$ cat src/rtl/display_shift_driver.sv
// Shifts a parallel segment frame out to 74HC595-style registers, then pulses the latch.
// Optional build macro: DISPLAY_SHIFT_LSB_FIRST_EN (send bit 0 first instead of the MSB).
module display_shift_driver #(
  parameter int SYS_CLK_HZ   = 5_000_000,
  parameter int SHIFT_CLK_HZ = 1_000_000,
  parameter int NUM_BITS     = 32
) (
  input  logic                i_clk,
  input  logic                i_reset,
  input  logic                i_en,
  input  logic                i_start,
  input  logic [NUM_BITS-1:0] i_data,
  output logic                o_busy,
  output logic                o_done,
  output logic                o_serial_data,
  output logic                o_serial_clk,
  output logic                o_serial_latch,
  output logic [1:0]          o_dbg_state
);

  localparam int HALF_RAW = SYS_CLK_HZ / (2 * SHIFT_CLK_HZ);
  localparam int HALF     = (HALF_RAW < 1) ? 1 : HALF_RAW;
  localparam int HW       = $clog2(HALF + 1);
  localparam int BW       = $clog2(NUM_BITS + 1);
  localparam logic [HW-1:0] HALF_LAST = HW'(HALF - 1);
  localparam logic [BW-1:0] BITS_INIT = BW'(NUM_BITS);
  localparam logic [BW-1:0] BITS_ONE  = BW'(1);

  typedef enum logic [1:0] {
    S_IDLE     = 2'd0,
    S_CLK_LOW  = 2'd1,
    S_CLK_HIGH = 2'd2,
    S_LATCH    = 2'd3
  } state_t;

  state_t              state_q, state_d;
  logic [HW-1:0]       half_q, half_d;
  logic [BW-1:0]       bits_q, bits_d;
  logic [NUM_BITS-1:0] shift_q, shift_d;
  logic                half_end;
  logic                busy_d, done_d, sdata_d, sclk_d, latch_d;
  logic                cur_bit;

  // Handshake: a frame is accepted on any edge where i_start && i_en and o_busy is low;
  // requests while o_busy is high are dropped, never queued. o_done marks completion.

  always_comb begin
    state_d  = state_q;
    half_d   = half_q;
    bits_d   = bits_q;
    shift_d  = shift_q;
    done_d   = 1'b0;
    half_end = (half_q == HALF_LAST);
    case (state_q)
      S_IDLE: begin
        if (i_start && i_en) begin
          shift_d = i_data;
          bits_d  = BITS_INIT;
          half_d  = '0;
          state_d = S_CLK_LOW;
        end
      end
      S_CLK_LOW: begin
        if (half_end) begin
          half_d  = '0;
          state_d = S_CLK_HIGH;
        end else begin
          half_d = half_q + 1'b1;
        end
      end
      S_CLK_HIGH: begin
        if (half_end) begin
          half_d = '0;
`ifdef DISPLAY_SHIFT_LSB_FIRST_EN
          shift_d = shift_q >> 1;
`else
          shift_d = shift_q << 1;
`endif
          bits_d  = bits_q - 1'b1;
          state_d = (bits_q == BITS_ONE) ? S_LATCH : S_CLK_LOW;
        end else begin
          half_d = half_q + 1'b1;
        end
      end
      S_LATCH: begin
        if (half_end) begin
          half_d  = '0;
          done_d  = 1'b1;
          state_d = S_IDLE;
        end else begin
          half_d = half_q + 1'b1;
        end
      end
      default: state_d = S_IDLE;
    endcase
  end

  // Outputs are decoded from the next state so the registered pins line up with the state register.
  always_comb begin
`ifdef DISPLAY_SHIFT_LSB_FIRST_EN
    cur_bit = shift_d[0];
`else
    cur_bit = shift_d[NUM_BITS-1];
`endif
    busy_d  = (state_d != S_IDLE);
    sclk_d  = (state_d == S_CLK_HIGH);
    latch_d = (state_d == S_LATCH);
    sdata_d = (state_d == S_CLK_LOW || state_d == S_CLK_HIGH) ? cur_bit : 1'b0;
  end

  always_ff @(posedge i_clk) begin
    if (i_reset) begin
      state_q        <= S_IDLE;
      half_q         <= '0;
      bits_q         <= '0;
      shift_q        <= '0;
      o_busy         <= 1'b0;
      o_done         <= 1'b0;
      o_serial_data  <= 1'b0;
      o_serial_clk   <= 1'b0;
      o_serial_latch <= 1'b0;
    end else begin
      state_q        <= state_d;
      half_q         <= half_d;
      bits_q         <= bits_d;
      shift_q        <= shift_d;
      o_busy         <= busy_d;
      o_done         <= done_d;
      o_serial_data  <= sdata_d;
      o_serial_clk   <= sclk_d;
      o_serial_latch <= latch_d;
    end
  end

  assign o_dbg_state = state_q;

endmodule

$ cat config.mk
export PLATFORM = sky130hd
export DESIGN_NAME = display_shift_driver
export DESIGN_NICKNAME = d
export VERILOG_FILES = /design/src/rtl/display_shift_driver.sv
export SDC_FILE = /design/constraint.sdc
export NUM_CORES = 1
export LEC_CHECK = 0
export BUFFER_PORTS_ARGS = -buffer_cell sky130_fd_sc_hd__buf_2
export CAP_MARGIN = 15
export CORE_MARGIN = 2
export CORE_UTILIZATION = 40
export DETAILED_ROUTE_END_ITERATION = 7
export HOLD_SLACK_MARGIN = 0.15
export REMOVE_ABC_BUFFERS = 1
export SLEW_MARGIN = 20
export SYNTH_ARGS = -nofsm -noshare
export SYNTH_HDL_FRONTEND = slang
export SYNTH_SLANG_ARGS = --single-unit
$ cat constraint.sdc
create_clock -name i_clk -period 2.4 [get_ports i_clk]
set_input_delay 0.24 -clock i_clk [delete_from_list [all_inputs] [get_ports i_clk]]
set_output_delay 0.24 -clock i_clk [all_outputs]
set_load 0.05 [all_outputs]
==> results.yml, run 1 <==
global_route:
  antenna_found_initial: 0
  grt_pass1_wl_um: 7260
  grt_overflow: 0
  grt_max_degree: 37
  grt_pass1_vias: 1594
  gr-usage-all-layers_pct: 16.7
clock_tree:
  clock-sinks: 47
  ctsHoldBuffers: 0
  clk_pin_slew_ps: 80
  postCtsSetupRepairBufs: 0
  cts_tree: "built"
  cts.htree.levels: 2
  numCtsBuffers: 5
  post_cts_resized: 0
  clock_latency_ps: 290
  cts_root_buf: "clkbuf_8"
  clk_path_buf_depth: 2
die:
  die_w_um: 74.8
  die_area_mm2: 0.00559
  coreArea_mm2: 0.00479
  die_h_um: 74.8
  num_rows: 25
  ioPinCount: 43
  start_util_pct: 41.9
placed_design:
  detailed_place_hpwl_um: 2750
  portBuffers: 42
  gp_congestion: 0.789
  dp_cells: 315
power_and_ir_drop:
  power.total_mw: 1.56
  power.density_mw_per_mm2: 661
  worst_ir_drop_vdd_mv: 0.387
  leakagePower_nw: 0.878
logic_synthesis:
  syn_inst: 223
  syn_area_per_cell_um2: 8.99
  synth_seq_cells: 47
  yosys_warnings: 0
  synth-seq-area-share_pct: 46.9
  synth.distinct_cells: 30
  synth_ff_type: "dfxtp_1"
  async_reset_ff_share_pct: 0
  synth_area_mm2: 0.00200
  synth_edf_count: 0
final_layout:
  num_antenna_cells: 0
  final_core_util_pct: 49.2
  finalNetCount: 296
  nFillCells: 474
  fin_cells: 322
  area_delta_synth_final_pct: 17.4
  layout-drive-gt1-share_pct: 23.1
run:
  maxCapViolCount: 0
worst_hold_path:
  min_path_type: "input port to flop"
sta:
  hold_viol_final: 0
  max_slew_margin_pct: 60.4
  max_freq_mhz: 519
  worst_pin_slew_ps: 594
  period_share_pct: 80.3
  finClkSkew_ps: 4.17
  rsz0062_at_grt: "no"
  drv_slew: 0
  finalSetupViolations: 0
  timing.final.crit_period_ps: 1930
  whs_ps: 181
drt:
  wl_per_cell_um: 13.7
  wl_um: 4400
  ant_nets: 0
  vias: 1748
  drt_first_pass_iters: 5
  via_per_inst: 5.43
  drcViolationCount: 0
  drt_iter0_drc: 58
critical_path:
  cp_data_arrival_time_ps: 2130
  cp_data_required_time_ps: 2610
  crit_fanout: 12
  worst-r2r-setup-slack_ps: 470
  crit_path_end_kind: "flop"
  start_kind: "flop"
  path_class: "flop to flop"
outcome:
  outcome: "finished clean"
cells in the mapped netlist, types with 3 or more instances:
cell	n	area [um2]
a22oi_1	30	225
nor2_1	4	15.0
dfxtp_1	47	941
a21oi_1	38	190
o21ai_0	3	15.0
inv_1	5	18.8
nand3_1	34	170
nand2_1	5	18.8
clkbuf_1	10	37.5
ha_1	5	62.6
a31oi_1	3	18.8
buf_2	12	60.1
or3_1	3	18.8
kinds of logic after synthesis:
| logic type | Yosys count | share of synthesized area, % |
|---|---|---|
| adders and majority gates | 5 | 3.12 |
| DFF | 47 | 46.9 |
| AOI/OAI and AO/OA | 80 | 24.7 |
| and+or+nand+nor | 63 | 18.9 |
| buffers and inverters | 28 | 6.37 |
worst max-delay path, stage by stage, from the launching register on:
cell and delay, ps:
dfxtp_1 580, and4bb_2 300, a211oi_1 430, ha_1 310, a311oi_1 220
power by group:
| part | switching, mW | internal [mW] | leakage (nW) |
|---|---|---|---|
| Clock | 0.251 | 0.306 | 0.0513 |
| Sequential | 0.0243 | 0.814 | 0.383 |
| Combinational | 0.0948 | 0.0661 | 0.444 |
| Total | 0.370 | 1.19 | 0.878 |
final timing paths:
| check | end | from | cells after the start |
|---|---|---|---|
| worst min-delay path | shift_q[0] | i_data[0] | 3 |
| worst min register to register | shift_q[27] | shift_q[27] | 2 |
| worst max register to register | o_serial_data | o_dbg_state[0] | 4 |
| worst max-delay path | o_serial_data | o_dbg_state[0] | 4 |
placed cells by master (no fill, tap or decap), drive strengths merged, types with 2 or more instances in the layout:
| cell type | instances |
|---|---|
| ha | 5 |
| or3 | 3 |
| nor4bb | 2 |
| a211oi | 2 |
| nand2 | 5 |
| buf | 48 |
| a21oi | 38 |
| a31oi | 3 |
| clkbuf | 6 |
| nor2b | 2 |
| or4 | 2 |
| nor2 | 4 |
| nand2b | 2 |
| nand4bb | 2 |
| o21ai | 3 |
| dfxtp | 47 |
| nand3 | 34 |
| o31ai | 2 |
| inv | 5 |
| a22oi | 30 |
| or2 | 2 |
state kept, by name (all words and copies together) (netlist names):
signal and flops:
o_done 1, o_serial_latch 1, o_serial_clk 1, shift_q 32
bits_q 6, o_busy 1, o_dbg_state 2, o_serial_data 1
half_q 2
metal layers:
metal | vias to the layer above | wire [um] | GRT usage (%)
met1 | 810 | 2220 | 23.4
li1 | 887 | - | -
met3 | 5 | 206 | 3.75
met4 | 0 | 42 | 5.36
met2 | 46 | 1930 | 25.9
met5 | - | 0 | 0
layout make-up:
cell class	count	area [um2]	area share [%]
Inverter	5	18.8	0.798
Multi-Input combinational cell	148	951	40.4
Tap cell	67	83.8	3.56
Clock inverter	1	30.0	1.28
Timing Repair Buffer	48	255	10.9
Clock buffer	6	72.6	3.09
Sequential cell	47	941	40.0
metrics by stage:
step / worst slack [ps] / TNS [ps] / instance area, um2
4_1_cts: 455 / 0 / 2350
2_1_floorplan: -1720 / -43360 / 1900
3_5_place_dp: 464 / 0 / 2250
6_report: 473 / 0 / 2350
5_1_grt: 302 / 0 / 2350
3_3_place_gp: 519 / 0 / 2250
Note: power is estimated with default switching activity, not from simulation.
==> inputs of run 2 (changes only) <==
==> constraint.sdc (replaced) <==
create_clock -name i_clk -period 1.8 [get_ports i_clk]
set_input_delay 0.18 -clock i_clk [delete_from_list [all_inputs] [get_ports i_clk]]
set_output_delay 0.18 -clock i_clk [all_outputs]
set_load 0.05 [all_outputs]
==> run 2 against run 1 <==
Compared with the run above:
- final area up 4.7%
- hold slack worse by 23 ps
- sequential share of layout area down 1.8 points
- via count up 1.9%
- clock power up 8.6%
- wire length down 1.6%
- register-to-register slack worse by 310 ps
- total power up 27%
- fmax up 17%
- count of clock-buffer cells in the layout up 1
- sequential power up 32%
- die area unchanged
- critical endpoint unchanged
- largest power group unchanged
- highest routed layer unchanged
==> results.yml, run 2 (synthesized netlist as in run 1, its figures left out) <==
sta:
  max_slew_margin_pct: 74.8
  rsz0062_at_grt: "no"
  max_freq_mhz: 609
  worst_pin_slew_ps: 378
  whs_ps: 159
  drv_slew: 0
  finClkSkew_ps: 4.65
  worst_slack_ps: 159
  finalSetupViolations: 0
  hold_viol_final: 0
  timing.final.crit_period_ps: 1640
  period_share_pct: 91.2
clock_tree:
  cts.htree.levels: 2
  clk_path_buf_depth: 2
  cts_root_buf: "clkbuf_8"
  postCtsSetupRepairBufs: 0
  clock-sinks: 47
  cts_tree: "built"
  numCtsBuffers: 5
  clock_latency_ps: 290
  clk_pin_slew_ps: 80
critical_path:
  cp_data_required_time_ps: 2010
  slowest_delay_ps: 360
  path_class: "flop to flop"
  r2r-start: "bits_q[1]"
  critPathBufInv: 1
  cp_slowest_cell: "dfxtp_1"
  crit_path_cell_trace: "inv_1 -> ha_1 -> nor4b_2 -> a21oi_2 -> a21oi_2 -> ha_1 -> a311oi_1"
  crit_fanout: 3
  critPathLaunch: "bits_q[1]"
  crit_path_end_kind: "flop"
  start_kind: "flop"
  critPathTopFamily: "compound AO/OA/AOI/OAI gates"
  cp_data_arrival_time_ps: 1850
power_and_ir_drop:
  power.density_mw_per_mm2: 799
  worst_ir_drop_vdd_mv: 0.446
  leakagePower_nw: 0.925
global_route:
  gr-usage-all-layers_pct: 16.5
  grt_pass1_wl_um: 7160
  grt_overflow: 0
  antenna_found_initial: 0
  grt_max_degree: 37
  grt_pass1_vias: 1635
worst_hold_path:
  min_path_type: "input port to flop"
  hold_start: "i_data[2]"
die:
  coreArea_mm2: 0.00479
  start_util_pct: 41.9
  num_rows: 25
  die_area_mm2: 0.00559
  die_w_um: 74.8
  ioPinCount: 43
  die_h_um: 74.8
final_layout:
  num_antenna_cells: 0
  largest_reg_flops: 32
  area_delta_synth_final_pct: 22.9
  layout-drive-gt1-share_pct: 24.8
  mostFrequentLayoutCell: "dfxtp_1"
  largest_register: "shift_q"
  final_cell_mix: "dfxtp_1 (46), buf_2 (42), a21oi_1 (36)"
  largestRegisters: "shift_q: 32 flops, bits_q: 6 flops"
  finalNetCount: 306
placed_design:
  portBuffers: 42
  gp_congestion: 0.754
  dp_slack_ps: 116
  detailed_place_hpwl_um: 2670
run:
  maxCapViolCount: 0
drt:
  ant_nets: 0
  drcViolationCount: 0
  drt_first_pass_iters: 4
  drt_iter0_drc: 71
  via_per_inst: 5.35
  wl_per_cell_um: 13.0
  wl_um: 4330
  vias: 1781
outcome:
  outcome: "finished clean"
-- run 2: final cells by class --
cell class	count	area (um2)
Tap cell	67	83.8
Inverter	5	18.8
Sequential cell	47	942
Clock buffer	7	76.3
Clock inverter	1	5.00
Fill cell	468	2320
Multi-Input combinational cell	148	965
Timing Repair Buffer	58	373
-- run 2: final timing paths --
check / to / slack (ps) / cells after the start
worst max-delay path: o_serial_data / 160 / 7
worst max register to register: o_serial_data / 160 / 7
worst min-delay path: shift_q[2] / 160 / 3
worst min register to register: shift_q[23] / 470 / 2
-- run 2: timing repair --
action                                  CTS  global route
hold buffers                              7             0
resized for setup                         0             4
endpoints found under the setup margin    0             1
endpoints found under the hold margin     7             0
-- run 2: tightest hold or removal path, delay by kind of cell --
family                 cells  cell delay [ps]
AOI/OAI and AO/OA          2              160
buffers and inverters      1               70
-- run 2: through the flow --
stage          power (mW)  setup TNS [ps]  util (%)  std cells  area (um2)
3_3_place_gp         1.38               0      48.0        318        2300
4_1_cts              2.00               0      51.2        333        2450
2_1_floorplan        1.26          -68160         -        200        1900
3_5_place_dp         1.38               0      48.0        318        2300
5_1_grt              2.08               0      51.5        333        2460
6_report             1.97               0      51.5        333        2460
-- run 2: power breakdown --
part	leakage, nW	total [mW]	internal (mW)	switching, mW
registers	0.383	1.11	1.09	0.0276
logic	0.499	0.252	0.115	0.137
clock network	0.0422	0.604	0.273	0.331
-- run 2: metal layers --
| metal | track usage [%] | wire length, um |
|---|---|---|
| met2 | 27.0 | 1980 |
| met3 | 4.69 | 197 |
| met4 | 6.35 | 27 |
| met1 | 20.6 | 2120 |
| met5 | 0 | 0 |
==> inputs of run 3 (changes only) <==
--- a/config.mk
+++ b/config.mk
@@ -8,11 +8,11 @@
 export BUFFER_PORTS_ARGS = -buffer_cell sky130_fd_sc_hd__buf_2
 export CAP_MARGIN = 15
 export CORE_MARGIN = 2
-export CORE_UTILIZATION = 40
+export CORE_UTILIZATION = 25
 export DETAILED_ROUTE_END_ITERATION = 7
 export HOLD_SLACK_MARGIN = 0.15
+export PLACE_DENSITY = 0.44
 export REMOVE_ABC_BUFFERS = 1
-export SLEW_MARGIN = 20
 export SYNTH_ARGS = -nofsm -noshare
 export SYNTH_HDL_FRONTEND = slang
 export SYNTH_SLANG_ARGS = --single-unit
==> run 3 against run 2 <==
Compared with the run above:
- wire length increased by 16%
- core utilization decreased by 18 points
- cell count increased by 13%
- register-to-register slack got worse by 50 ps
- flip-flop and latch count unchanged
- clock skew increased by 0.92 ps
- global-route usage decreased by 4.5 points
- clock power increased by 7.9%
- setup slack got worse by 48 ps
- largest cell class unchanged
- combinational power increased by 6%
- hold slack got worse by 8.5 ps
==> results.yml, run 3 (synthesized netlist as in run 1, its figures left out) <==
outcome:
  outcome: "finished clean"
global_route:
  grt_overflow: 0
  grt_max_degree: 37
  grt_pass1_vias: 1675
  grt_pass1_wl_um: 8310
  antenna_found_initial: 0
  gr-usage-all-layers_pct: 12.0
final_layout:
  nFillCells: 860
  num_antenna_cells: 0
  largestRegisters: "shift_q: 32 flops, bits_q: 6 flops"
  mostFrequentLayoutCell: "dfxtp_1"
  final_cell_mix: "dfxtp_1 (47), buf_2 (42), a21oi_1 (37)"
  layout-drive-gt1-share_pct: 24.7
  largest_register: "shift_q"
  area_delta_synth_final_pct: 28.8
  multi_input_area_um2: 961
  finalNetCount: 315
  seq_area_um2: 941
  final_design_area_no_fill_mm2: 0.00258
  largest_reg_flops: 32
critical_path:
  worst-r2r-setup-slack_ps: 110
  crit_path_end_kind: "flop"
  crit_fanout: 32
  start_kind: "flop"
  path_class: "flop to flop"
  cp_data_required_time_ps: 2020
  cp_data_arrival_time_ps: 1910
power_and_ir_drop:
  comb_power_share_pct: 13.1
  worst_ir_drop_vdd_mv: 0.284
  leakagePower_nw: 0.966
  power.internal_mw: 1.48
  power.total_mw: 2.03
  sw_frac_of_total_pct: 27.0
  power.density_mw_per_mm2: 786
  seqPwrFrac_pct: 54.7
  switchingPower_mw: 0.547
  clkPwrFrac_pct: 32.1
clock_tree:
  cts.htree.levels: 2
  clk_path_buf_depth: 2
  clock-sinks: 47
  clock_latency_ps: 310
  cts_tree: "built"
  clk_pin_slew_ps: 90
  numCtsBuffers: 5
  cts_root_buf: "clkbuf_8"
drt:
  wl_um: 5010
  drt_iter0_drc: 151
  vias: 1811
  ant_nets: 0
  drcViolationCount: 0
  via_per_inst: 4.80
  wl_per_cell_um: 13.3
  drt_first_pass_iters: 5
die:
  die_w_um: 93.5
  start_util_pct: 25.8
  die_area_mm2: 0.00875
  die_h_um: 93.5
  ioPinCount: 43
  coreArea_mm2: 0.00777
  num_rows: 32
sta:
  drv_slew: 0
  finalSetupViolations: 0
  timing.final.crit_period_ps: 1690
  whs_ps: 150
  period_share_pct: 93.8
  rsz0062_at_grt: "no"
  max_freq_mhz: 592
  max_slew_margin_pct: 73.5
  hold_viol_final: 0
  worst_pin_slew_ps: 397
  finClkSkew_ps: 5.57
run:
  maxCapViolCount: 0
worst_hold_path:
  min_path_type: "input port to flop"
placed_design:
  portBuffers: 42
  detailed_place_hpwl_um: 3210
  gp_congestion: 0.756
  placed_area_mm2: 0.00234
-- run 3: changes by cell type in the layout (fill, tap and decap cells not counted), sizes merged --
| cell | delta |
|---|---|
| buf | +2 |
| clkbuf | -2 |
| clkinv | +1 |
| dlygate4sd3 | +7 |
| inv | +1 |
-- run 3: final cells by class --
cell class	count	share of cell area [%]
multi-input combinational	148	37.2
sequential	47	36.5
timing repair buffer	67	17.3
tap	102	4.94
clock buffer	5	2.67
clock inverter	3	0.727
inverter	5	0.727
-- run 3: worst paths after layout --
path | end | startpoint | depth (start not counted)
max | o_serial_data | o_dbg_state[0] | 5
min | shift_q[25] | i_data[25] | 3
max reg2reg | o_serial_data | o_dbg_state[0] | 5
min reg2reg | shift_q[10] | shift_q[10] | 2
-- run 3: per-layer routing --
layer  up-vias  global-route usage [%]  share of wire, %
li1        927                       -                 -
met1       830                    16.1                49
met2        48                    18.6                43
met3         6                    3.71               6.2
met4         0                    3.62               1.2
met5         -                       0                 0
-- run 3: through the flow --
| stage | worst slack, ps | setup TNS [ps] | std cells | utilization, % |
|---|---|---|---|---|
| after floorplan | -2320 | -68160 | 200 | - |
| after global placement | 86.2 | 0 | 355 | 30.2 |
| after detailed placement | 106 | 0 | 355 | 30.2 |
| after CTS | 62.9 | 0 | 376 | 33.0 |
| after global routing | 21.8 | 0 | 377 | 33.2 |
| final | 111 | 0 | 377 | 33.2 |
-- run 3: what timing repair did --
action,CTS,global route
setup endpoints to repair,0,1
setup buffers,0,0
hold buffers,13,1
endpoints found under the hold margin,13,1
resized for setup,0,2
-- run 3: power groups by stage --
stage | Combinational, mW | Sequential, mW | Clock (mW)
floorplan | 0.104 | 1.16 | 0
global placement | 0.247 | 1.13 | 0
detailed placement | 0.246 | 1.13 | 0
CTS | 0.268 | 1.11 | 0.684
global route | 0.298 | 1.12 | 0.736
finish | 0.266 | 1.11 | 0.652
-- run 3: critical path, stage by stage, from the launching register on --
cell and delay (ps):
dfxtp_1 360, buf_4 180, nor4bb_4 290, buf_4 390, nand2_1 120, a311oi_1 240
